**src/rtl/str_op_ctrl.sv**
```systemverilog
// -----------------------------------------------------------------------------
// str_op_ctrl
//   Command/response controller for two small character-string buffers (A, B).
//   Single-cycle ops (append, clear, putc, getc, reserved) answer the cycle
//   after acceptance. COMPARE walks both strings one character pair per
//   cycle. TOLOWER_A walks A one character per cycle.
//
// Ports
//   clk, rst_n           clock, async active-low reset
//   cmd_valid/cmd_ready  command handshake (ready only in IDLE)
//   cmd_op               0 APPEND_A, 1 APPEND_B, 2 CLEAR, 3 COMPARE,
//                        4 PUTC_A, 5 GETC_A, 6 TOLOWER_A, 7 reserved
//   cmd_idx, cmd_char    index for PUTC/GETC, character for APPEND/PUTC
//   rsp_valid/rsp_ready  response handshake; fields held until consumed
//   rsp_data             GETC character, else 0
//   rsp_cmp              00 EQ, 01 LT (A<B), 10 GT
//   rsp_err              command rejected, buffers unchanged
//   len_a, len_b         current string lengths (0..DEPTH)
// -----------------------------------------------------------------------------
module str_op_ctrl #(
  parameter int DEPTH = 16,
  parameter int AW    = 4
) (
  input  logic          clk,
  input  logic          rst_n,
  input  logic          cmd_valid,
  output logic          cmd_ready,
  input  logic [2:0]    cmd_op,
  input  logic [AW-1:0] cmd_idx,
  input  logic [7:0]    cmd_char,
  output logic          rsp_valid,
  input  logic          rsp_ready,
  output logic [7:0]    rsp_data,
  output logic [1:0]    rsp_cmp,
  output logic          rsp_err,
  output logic [AW:0]   len_a,
  output logic [AW:0]   len_b
);

  localparam logic [2:0] OP_APPA  = 3'd0;
  localparam logic [2:0] OP_APPB  = 3'd1;
  localparam logic [2:0] OP_CLEAR = 3'd2;
  localparam logic [2:0] OP_CMP   = 3'd3;
  localparam logic [2:0] OP_PUTC  = 3'd4;
  localparam logic [2:0] OP_GETC  = 3'd5;
  localparam logic [2:0] OP_LOWER = 3'd6;

  localparam logic [1:0] CMP_EQ = 2'b00;
  localparam logic [1:0] CMP_LT = 2'b01;
  localparam logic [1:0] CMP_GT = 2'b10;

  localparam logic [AW:0] FULL = (AW+1)'(DEPTH);
  localparam logic [AW:0] ONE  = (AW+1)'(1);

  typedef enum logic [1:0] {S_IDLE, S_CMP, S_LOWER, S_RESP} state_t;

  state_t        r_state;
  logic          r_cmd_ready;
  logic          r_rsp_valid;
  logic [7:0]    r_rsp_data;
  logic [1:0]    r_rsp_cmp;
  logic          r_rsp_err;
  logic [AW:0]   r_len_a;
  logic [AW:0]   r_len_b;
  // walk index; one bit wider than AW because it must reach len == DEPTH
  logic [AW:0]   r_i;

  // buffer storage is intentionally not reset: contents past len are don't-care
  logic [7:0]    r_buf_a [DEPTH];
  logic [7:0]    r_buf_b [DEPTH];

  logic          w_accept;
  logic [7:0]    w_ai, w_bi, w_a_idx, w_lower;
  logic          w_idx_ok, w_a_full, w_b_full;
  logic          w_cmp_done;
  logic [1:0]    w_cmp_code;
  logic          w_a_we, w_b_we;
  logic [AW-1:0] w_a_waddr, w_b_waddr;
  logic [7:0]    w_a_wdata, w_b_wdata;

  // r_cmd_ready is only high in IDLE, so it doubles as the accept qualifier
  assign w_accept = cmd_valid & r_cmd_ready;
  assign w_ai     = r_buf_a[r_i[AW-1:0]];
  assign w_bi     = r_buf_b[r_i[AW-1:0]];
  assign w_a_idx  = r_buf_a[cmd_idx];
  assign w_idx_ok = ({1'b0, cmd_idx} < r_len_a);
  assign w_a_full = (r_len_a == FULL);
  assign w_b_full = (r_len_b == FULL);
  assign w_lower  = (w_ai >= 8'h41 && w_ai <= 8'h5A) ? (w_ai + 8'h20) : w_ai;

  // compare rules evaluated in priority order for the current index
  always_comb begin
    w_cmp_done = 1'b1;
    w_cmp_code = CMP_EQ;
    if (r_i == r_len_a && r_i == r_len_b) w_cmp_code = CMP_EQ;
    else if (r_i == r_len_a)              w_cmp_code = CMP_LT;
    else if (r_i == r_len_b)              w_cmp_code = CMP_GT;
    else if (w_ai < w_bi)                 w_cmp_code = CMP_LT;
    else if (w_ai > w_bi)                 w_cmp_code = CMP_GT;
    else                                  w_cmp_done = 1'b0;
  end

  // buffer write ports
  always_comb begin
    w_a_we    = 1'b0;
    w_a_waddr = '0;
    w_a_wdata = '0;
    w_b_we    = 1'b0;
    w_b_waddr = '0;
    w_b_wdata = '0;
    if (w_accept) begin
      case (cmd_op)
        OP_APPA: if (!w_a_full) begin
          w_a_we    = 1'b1;
          w_a_waddr = r_len_a[AW-1:0];
          w_a_wdata = cmd_char;
        end
        OP_APPB: if (!w_b_full) begin
          w_b_we    = 1'b1;
          w_b_waddr = r_len_b[AW-1:0];
          w_b_wdata = cmd_char;
        end
        OP_PUTC: if (w_idx_ok && cmd_char != 8'h00) begin
          w_a_we    = 1'b1;
          w_a_waddr = cmd_idx;
          w_a_wdata = cmd_char;
        end
        default: ;
      endcase
    end else if (r_state == S_LOWER) begin
      w_a_we    = 1'b1;
      w_a_waddr = r_i[AW-1:0];
      w_a_wdata = w_lower;
    end
  end

  always_ff @(posedge clk) begin
    if (w_a_we) r_buf_a[w_a_waddr] <= w_a_wdata;
    if (w_b_we) r_buf_b[w_b_waddr] <= w_b_wdata;
  end

  always_ff @(posedge clk or negedge rst_n) begin
    if (!rst_n) begin
      r_state     <= S_IDLE;
      r_cmd_ready <= 1'b0;
      r_rsp_valid <= 1'b0;
      r_rsp_data  <= '0;
      r_rsp_cmp   <= CMP_EQ;
      r_rsp_err   <= 1'b0;
      r_len_a     <= '0;
      r_len_b     <= '0;
      r_i         <= '0;
    end else begin
      case (r_state)
        S_IDLE: begin
          if (w_accept) begin
            r_cmd_ready <= 1'b0;
            r_state     <= S_RESP;
            r_rsp_valid <= 1'b1;
            r_rsp_data  <= '0;
            r_rsp_cmp   <= CMP_EQ;
            r_rsp_err   <= 1'b0;
            case (cmd_op)
              OP_APPA: if (w_a_full) r_rsp_err <= 1'b1;
                       else          r_len_a   <= r_len_a + ONE;
              OP_APPB: if (w_b_full) r_rsp_err <= 1'b1;
                       else          r_len_b   <= r_len_b + ONE;
              OP_CLEAR: begin
                r_len_a <= '0;
                r_len_b <= '0;
              end
              OP_CMP: begin
                r_state     <= S_CMP;
                r_rsp_valid <= 1'b0;
                r_i         <= '0;
              end
              OP_PUTC: if (!w_idx_ok || cmd_char == 8'h00) r_rsp_err <= 1'b1;
              OP_GETC: if (w_idx_ok) r_rsp_data <= w_a_idx;
                       else          r_rsp_err  <= 1'b1;
              OP_LOWER: if (r_len_a != '0) begin
                r_state     <= S_LOWER;
                r_rsp_valid <= 1'b0;
                r_i         <= '0;
              end
              default: r_rsp_err <= 1'b1;
            endcase
          end else begin
            // also raises ready on the first edge after reset release
            r_cmd_ready <= 1'b1;
          end
        end
        S_CMP: begin
          if (w_cmp_done) begin
            r_state     <= S_RESP;
            r_rsp_valid <= 1'b1;
            r_rsp_cmp   <= w_cmp_code;
          end else begin
            r_i <= r_i + ONE;
          end
        end
        S_LOWER: begin
          if (r_i == r_len_a - ONE) begin
            r_state     <= S_RESP;
            r_rsp_valid <= 1'b1;
          end else begin
            r_i <= r_i + ONE;
          end
        end
        S_RESP: begin
          if (rsp_ready) begin
            r_state     <= S_IDLE;
            r_cmd_ready <= 1'b1;
            r_rsp_valid <= 1'b0;
            r_rsp_data  <= '0;
            r_rsp_cmp   <= CMP_EQ;
            r_rsp_err   <= 1'b0;
          end
        end
        default: r_state <= S_IDLE;
      endcase
    end
  end

  assign cmd_ready = r_cmd_ready;
  assign rsp_valid = r_rsp_valid;
  assign rsp_data  = r_rsp_data;
  assign rsp_cmp   = r_rsp_cmp;
  assign rsp_err   = r_rsp_err;
  assign len_a     = r_len_a;
  assign len_b     = r_len_b;

endmodule
```
**config.mk**
```make
export PLATFORM = sky130hd
export DESIGN_NAME = str_op_ctrl
export DESIGN_NICKNAME = d
export VERILOG_FILES = /design/src/rtl/str_op_ctrl.sv
export SDC_FILE = /design/constraint.sdc
export NUM_CORES = 1
export LEC_CHECK = 0
export CAP_MARGIN = 10
export CELL_PAD_IN_SITES_DETAIL_PLACEMENT = 0
export CELL_PAD_IN_SITES_GLOBAL_PLACEMENT = 1
export CORE_ASPECT_RATIO = 0.7
export CORE_MARGIN = 2
export CORE_UTILIZATION = 45
export DETAILED_ROUTE_END_ITERATION = 16
export PLACE_DENSITY = 0.77
export SLEW_MARGIN = 40
export SYNTH_ARGS = -nofsm -noshare
export SYNTH_HDL_FRONTEND = slang
export SYNTH_SLANG_ARGS = --single-unit
```
**constraint.sdc**
```tcl
create_clock -name clk -period 7.1 [get_ports clk]
set_input_delay 2.13 -clock clk [delete_from_list [all_inputs] [get_ports clk]]
set_output_delay 2.13 -clock clk [all_outputs]
set_load 0.02 [all_outputs]
```
# == Word-level counts from Yosys, hierarchy flattened ==
# Memory sizes are Yosys's and may differ from the RTL's.
# Index checks and enable logic that the tools add are counted.
# W data, S select, Z words.
# totals
latchBits,0
wordCells,150
mem_count,2
output_inout_bits,23
rom_bits,0
ramBits,256
regBits,30
input_bits,19
# op_classes
n_div,0
n_reduce_logical,23
n_mux,81
bitwise,1
shifts,0
n_lt_le_gt_ge,5
n_mul,0
eq_ne,24
add_sub_neg,5
# mem_list
name,words,word_bits,read_ports,rd_ports_with_merged_regs,write_ports,line_no,text
r_buf_a,16,8,2,0,1,69,logic [7:0] r_buf_a [DEPTH];
r_buf_b,16,8,1,0,1,70,logic [7:0] r_buf_b [DEPTH];
# ops
cell,count
$mux W8,12
$pmux W8 S2,2
$mux W5,6
$pmux W5 S2,3
$mux W1,29
$mux W4,7
$mux W2,11
$reduce_and A4 Y1,4
$add A5 B1 Y5 const B,3
$eq A5 B5 Y1,3
$pmux W5 S3,1
$ne A2 B2 Y1 const B,7
$eq A5 B5 Y1 const B,2
$eq A3 B3 Y1 const B,3
$add A8 B6 Y8 const B,1
$ge A8 B7 Y1 const B,1
$gt A8 B8 Y1,1
$le A8 B7 Y1 const B,1
$logic_not A8 Y1,1
$lt A8 B8 Y1,1
$pmux W1 S2,4
$pmux W2 S4,1
$pmux W4 S2,1
$reduce_bool A8 Y1,1
other kinds (26),33

# == Longest topological paths before layout ==
# Gate-level depths: netlist of run 1.
# An unclocked memory read counts as a cell.
# depth
depth_word,9
depth_mapped,16
ltp_nobuf,14

# == Worst setup path after synthesis of run 1 ==
# Ideal clock, no wire load.
# synth_path
kind,input port to flip-flop
startpoint,input cmd_idx[0]
endpoint,"memory r_buf_a[0][0], enable pin"
setup_ns,0.383
slack_ns,2.658
path_buffers,1
required_ns,6.717
t_arrival_ns,4.059
path_stages,8
path_cell_list,clkbuf_1 nand2b_1 a21o_1 a21o_1 a21oi_1 o211ai_1 o221ai_1 nor3_1
# synth_between
elab_chain_len,7
elab_cells_between_ends,10
classes_between,order compare: 1; mux: 8; reduce/logical: 1
# synth_lines
item,line_no,text
start: declaration,29,"input logic [AW-1:0] cmd_idx,"
$lt A4 B5 Y1,86,"assign w_idx_ok = ({1'b0, cmd_idx} < r_len_a);"
$logic_and A1 B1 Y1,123,OP_PUTC: if (w_idx_ok && cmd_char != 8'h00) begin
$mux W1,123,
$pmux W1 S2,112,case (cmd_op)
$mux W1,111,if (w_accept) begin
$mux W1,138,if (w_a_we) r_buf_a[w_a_waddr] <= w_a_wdata;
$mux W1 (implied by the code),138,
end: declaration,69,
# Several ways; a longest one is shown, not always the timed one.

# == Worst setup path after layout of run 1 ==
# layout_path
startpoint,input cmd_idx[1]
endpoint,"memory r_buf_a[7][6], enable pin"
# Same word-level chain as after synthesis.

==> metrics.csv, run 1 <==
metric;value;unit
status;complete, no violations;
critPathKind;in2reg;
ant_nets;0;
fp.coreArea;29100;µm²
period_needed;4.83;ns
fin_setup_tns;0;ns
grt_max_degree;61;
cts_made_buffers;28;
grtUsageTotal;21.7;%
route.detailed.wl_per_inst;26.7;µm
drtIter0Drc;883;
power.total;5.34;mW
hold_depth;2;
die_w;210;µm
worst_pin_slew;0.857;ns
area_growth_syn_to_layout;12.3;%
min_path_type;reg2reg;
drive_gt1_share;20.6;%
avgSynthCellArea;16.6;µm²
ios;42;
ys_ff_latch;286;
root_buffer;clkbuf_16;
port_buffers;41;
cp.buffers_inverters;1;
peakVddDrop;0.212;mV
drt-met1-wl;15.1;mm
critPathRequiredTime;7.27;ns
hold_viol;0;
clkTransAtPathRegs;0.06;ns
start_kind;primary input;
grt-ovfl-total;0;
worstSkewPairLatency;0.55;ns
cts-htree-levels;1;
dieArea;31100;µm²
globalplace.congestion;0.890;
vias;7656;
vias_per_cell;6.18;
critPathMostFrequentCell;a21o_1;
yosysSeqAreaShare;63.1;%
min_from;rsp_data[5];
cp.arrival;5.01;ns
clkSinkCount;286;
drt-total-wl;33.1;mm
min_period_over_period;68.1;%
cap_violations;0;
grt_pass1_vias;7456;
slew_viol_final;0;
finalNetCount;882;
cts_max_path_buffers;3;
met2_wirelength;13.1;mm
finalClockSkew;0.0109;ns
die_y;148;µm
instances_no_fill;1238;
crit_family;compound AO/OA/AOI/OAI gates;
whs_endpoint;rsp_data[5];
start_util;46.0;%
rows;52;
ys_async_sr_fraction;10.5;%
timing.fmax;207;MHz
post-dp-hpwl;23.3;mm
top_layer;met4;
netlist_area;13400;µm²
reg2regPathDepth;10;
cts_setup_buffers;0;
r2r_slack;2.40;ns
cts_resized;0;
postSynthCellCount;804;
synthesis.nets;845;
critPathSlowestCell;nor2_1;
ctsHoldBuffers;0;
max-slew-margin-rel;42.9;%
drc;0;
r2r-start;r_i[0];
p_leak;5.08;nW
wl_met3;4.17;mm
grt_pass1_wl;49.2;mm
yosys.cell_types.count;57;
power_density;355;nW/µm²
setup_viol_count_final;0;
cts_tree;done;
cp_max_fo;35;
slowest_delay;0.67;ns
dp.cells;1189;
cp-end-kind;flip-flop;
r2r_end;r_i[2];
ys_warn_count;0;
synthFlopType;edfxtp_1;
worstPathCellList;buf_4 > ha_1 > a21o_1 > a21o_1 > a21oi_1 > o211ai_1 > o21ai_0 > nand2_1 > nor2_1;
antenna_found_initial;2;
first_pass_iters;5;
rsz0062_at_grt;false;
synth_edf_count;256;
-- per-layer routing --
layer | GRT usage [%] | vias to the layer above
met5 | 0 | -
met4 | 4.72 | 0
met2 | 28.7 | 365
met1 | 33.9 | 3952
met3 | 8.11 | 46
li1 | - | 3293
-- cells in the mapped netlist, types with 2 or more instances --
master / number / area, µm²
o221ai_1: 2 / 17.5
mux4_1: 6 / 158
nand2_1: 43 / 161
o2bb2ai_1: 2 / 17.5
o211ai_1: 3 / 22.5
mux4_2: 105 / 2360
buf_6: 2 / 22.5
clkbuf_1: 27 / 101
nand3b_1: 2 / 15.0
xnor2_1: 8 / 70.1
ha_1: 22 / 275
a22oi_1: 10 / 75.1
o21bai_1: 2 / 15.0
inv_1: 35 / 131
xor2_1: 9 / 78.8
nand4_1: 5 / 31.3
mux2_2: 3 / 33.8
nor3_1: 12 / 60.1
or3_1: 2 / 12.5
edfxtp_1: 256 / 7690
o31ai_1: 4 / 30.0
and2_1: 5 / 31.3
nand3_1: 20 / 100
nor2_1: 54 / 203
buf_2: 12 / 60.1
dfrtp_1: 30 / 751
or4_1: 2 / 15.0
buf_1: 2 / 7.51
nor2b_1: 7 / 43.8
and3_1: 10 / 62.6
a21o_1: 5 / 37.5
mux2i_1: 11 / 110
a22o_1: 6 / 52.6
a221oi_1: 4 / 35.0
o21ai_0: 34 / 170
buf_4: 2 / 15.0
o21a_1: 4 / 30.0
nand2b_1: 12 / 75.1
a21oi_1: 6 / 30.0
-- through the flow --
stage | area (µm²) | hold slack, ns | utilization (%) | setup WS [ns]
after global routing | 15000 | 0.507 | 51.6 | 2.03
after detailed placement | 14100 | 0.474 | 48.6 | 1.69
after CTS | 15000 | 0.489 | 51.6 | 2.26
final | 15000 | 0.480 | 51.7 | 2.27
after floorplan | 13400 | 0.534 | - | 2.66
after global placement | 14100 | 0.463 | 48.6 | 1.51
-- layout make-up --
cell class | count | area (µm²)
antenna | 1 | 2.50
clock buffer | 30 | 718
clock inverter | 18 | 158
fill | 2344 | 14100
inverter | 36 | 135
multi-input combinational | 436 | 4600
sequential | 286 | 8440
tap | 378 | 473
timing repair buffer | 53 | 497
-- worst min-delay path, delay by kind of cell (launching register included) --
family	cells	cell delay, ns
DFF	1	0.34
AOI/OAI and AO/OA	1	0.06
and+or+nand+nor	1	0.05
-- cell usage in the layout (no fill, tap or decap), types with 11 or more instances in the layout --
cell	Yosys	layout
buf_4	2	12
clkbuf_16	0	28
clkdlybuf4s50_1	0	39
dfrtp_1	30	28
edfxtp_1	256	256
ha_1	22	22
inv_1	35	35
mux2i_1	11	11
mux4_2	105	105
nand2_1	43	43
nand2b_1	12	12
nand3_1	20	20
nor2_1	54	51
o21ai_0	34	34
-- sequential cells by signal (all words and copies together), names as in the netlist --
name,count
cmd_ready,1
len_a,5
len_b,5
r_buf_a,128
r_buf_b,128
r_i,5
r_state,2
rsp_cmp,2
rsp_data,8
rsp_err,1
rsp_valid,1
-- kinds of logic after synthesis --
group | after synthesis | synth area share [%]
compound gates | 93 | 4.74
flops | 286 | 63.1
buf+inv | 82 | 2.70
mux | 125 | 19.9
fa+ha+maj | 22 | 2.06
simple gates | 179 | 6.38
xor+xnor | 17 | 1.11
-- worst max-delay path by stage --
stage,cells past startpoint,end,slack [ns],startpoint
4_1_cts,9,r_buf_a[2][4],2.26,cmd_idx[1]
6_report,9,r_buf_a[7][6],2.27,cmd_idx[1]
3_3_place_gp,9,r_buf_a[2][0],1.51,cmd_idx[1]
5_1_grt,13,r_i[2],2.03,r_i[0]
3_5_place_dp,9,r_buf_a[2][4],1.69,cmd_idx[1]
2_1_floorplan,8,r_buf_a[0][0],2.66,cmd_idx[0]
-- where the power goes --
part	internal (mW)	switching, mW
Clock	0.801	0.621
Combinational	0.728	1.01
Sequential	2.02	0.162
Total	3.54	1.79
Power figures use the tool's default switching activity.
==> inputs of run 2 (changes only) <==
Clock period 7.1 ns to 4.75 ns, I/O delays scaled along.
==> run 2 against run 1 <==
Worst hold slack got worse by 0.0014 ns. Critical path depth increased by 3. First-iteration DRC count increased by 17%. Clock-buffer cell count decreased by 1. Non-clock buffer count increased by 41. Register-to-register slack got worse by 1.7 ns. Cell count increased by 3.4%. Critical path type is now reg2reg. Largest cell class unchanged.
==> metrics.csv, run 2 (same netlist as run 1, synthesis figures left out) <==
metric;value;unit;change
p_leak;5.31;nW;+4.6%
die_y;148;µm;unchanged
drc;0;;unchanged
final_common_cell;edfxtp_1;;
mostFrequentLayoutCells;edfxtp_1 (256), mux4_2 (105), nor2_1 (54);;
crit_path_start;r_i[0];;
grt_pass1_wl;50.2;mm;+2.0%
grt_use_met1;35.7;%;+1.8 points
post-dp-hpwl;23.3;mm;+0.28%
hold_ws;0.479;ns;-0.00140 ns
clkSinkCount;286;;unchanged
r2r-start;r_i[0];;
cp.buffers_inverters;3;;+2
crit_end;r_i[3];;
area_growth_syn_to_layout;15.0;%;
max-slew-margin-rel;48.7;%;+5.8 points
port_buffers;41;;unchanged
antenna_found_initial;0;;-2
worstPathCellList;buf_12 > buf_12 > mux4_2 > mux4_2 > ha_1 > nand4_1 > o21bai_1 > a211o_1 > a21oi_1 > buf_4 > a21boi_0 > o21ai_0;;
clkTransAtPathRegs;0.07;ns;about the same
cts_max_path_buffers;3;;unchanged
first_pass_iters;5;;unchanged
gr-usage-met2;29.0;%;+0.33 points
ctsHoldBuffers;0;;unchanged
reg2regPathDepth;12;;+2
drive_gt1_share;23.3;%;+2.7 points
setup_viol_count_final;0;;unchanged
critPathSlowestCell;dfrtp_4;;
rsz0062_at_grt;false;;
cts_made_buffers;27;;-3.6%
start_kind;flip-flop;;
slowest_delay;0.65;ns;-0.02 ns
min_period_over_period;84.9;%;
busiest_layer;met1;;
start_util;46.0;%;unchanged
hold_viol;0;;unchanged
ios;42;;unchanged
dp_slack;0.473;ns;-1.22 ns
fp.coreArea;29100;µm²;unchanged
period_needed;4.03;ns;
finalNetCount;922;;+4.5%
met3_usage;7.14;%;-0.97 points
die_w;210;µm;unchanged
vias_per_cell;6.17;;-0.26%
power_density;529;nW/µm²;+49%
critPathKind;reg2reg;;
crit_family;multiplexers;;
globalplace.congestion;0.847;;-4.8%
r2r_end;r_i[3];;
grt_pass1_vias;7591;;+1.8%
cts-htree-levels;1;;unchanged
drt-total-wl;33.7;mm;+1.8%
cp.arrival;4.48;ns;-0.53 ns
path_depth;12;;+3
layout_setup_ws;0.717;ns;-1.55 ns
status;complete, no violations;;
finalClockSkew;0.0144;ns;+0.00356 ns
num_antenna_cells;0;;-1
min_path_type;reg2reg;;
worst_pin_slew;0.767;ns;-0.0897 ns
route.detailed.wl_per_inst;26.3;µm;-1.5%
grtUsageTotal;22.1;%;+0.35 points
timing.fmax;248;MHz;
cts_setup_buffers;0;;unchanged
root_buffer;clkbuf_16;;
power.total;8.13;mW;+52%
nFillCells;2295;;-2.1%
ant_nets;0;;unchanged
cts_tree;done;;
r2r_slack;0.72;ns;-1.68 ns
peakVddDrop;0.272;mV;+28%
grt_max_degree;38;;-38%
grt-ovfl-total;0;;unchanged
dieArea;31100;µm²;unchanged
vias;7895;;+3.1%
drtIter0Drc;1033;;+17%
cts_resized;0;;unchanged
rows;52;;unchanged
fin_setup_tns;0;ns;unchanged
cap_violations;0;;unchanged
cp-end-kind;flip-flop;;
slew_viol_final;0;;unchanged
critPathRequiredTime;5.19;ns;-2.08 ns
worstSkewPairLatency;0.56;ns;about the same
cp_max_fo;23;;-34%
[run 2: how the worst min path moves through the flow]
| stage | from | end | slack, ns | cells past startpoint |
|---|---|---|---|---|
| 5_1_grt | rsp_data[6] | rsp_data[6] | 0.51 | 2 |
| 4_1_cts | rsp_data[5] | rsp_data[5] | 0.49 | 2 |
| 2_1_floorplan | r_state[1] | r_state[1] | 0.53 | 1 |
| 3_3_place_gp | rsp_data[5] | rsp_data[5] | 0.47 | 2 |
| 6_report | rsp_data[1] | rsp_data[1] | 0.48 | 2 |
| 3_5_place_dp | rsp_data[5] | rsp_data[5] | 0.47 | 2 |
[run 2: worst register-to-register path, delay by kind of cell (launching register included)]
family / cells / cell delay [ns]
fa+ha+maj: 1 / 0.33
compound gates: 5 / 1.02
mux: 2 / 1.06
flops: 1 / 0.65
simple gates: 1 / 0.20
buf+inv: 3 / 0.67
[run 2: metrics by stage]
step | util (%) | instances | instance area, µm²
final | 52.9 | 1280 | 15400
after global routing | 52.9 | 1280 | 15400
after CTS | 52.9 | 1280 | 15400
after detailed placement | 49.8 | 1230 | 14500
after global placement | 49.8 | 1230 | 14500
after floorplan | - | 804 | 13400
[run 2: routing by layer]
layer / part of all wire [%] / up-vias / routed length [µm]
li1: - / 3379 / -
met4: 1.6 / 0 / 526
met1: 47 / 4054 / 15700
met2: 40 / 422 / 13500
met3: 12 / 40 / 3910
met5: 0 / - / 0
[run 2: final cells by class]
type	count	area (µm²)	area share, %
Sequential cell	286	8440	54.9
Multi-Input combinational cell	436	4580	29.8
Timing Repair Buffer	94	848	5.52
Clock buffer	29	683	4.44
Tap cell	378	473	3.08
Clock inverter	21	218	1.42
Inverter	36	135	0.879
[run 2: power by group]
group	internal (mW)	switching [mW]	total [mW]
combinational	1.18	1.54	2.72
sequential	3.01	0.190	3.20
clock	1.26	0.951	2.21
total	5.45	2.68	8.13
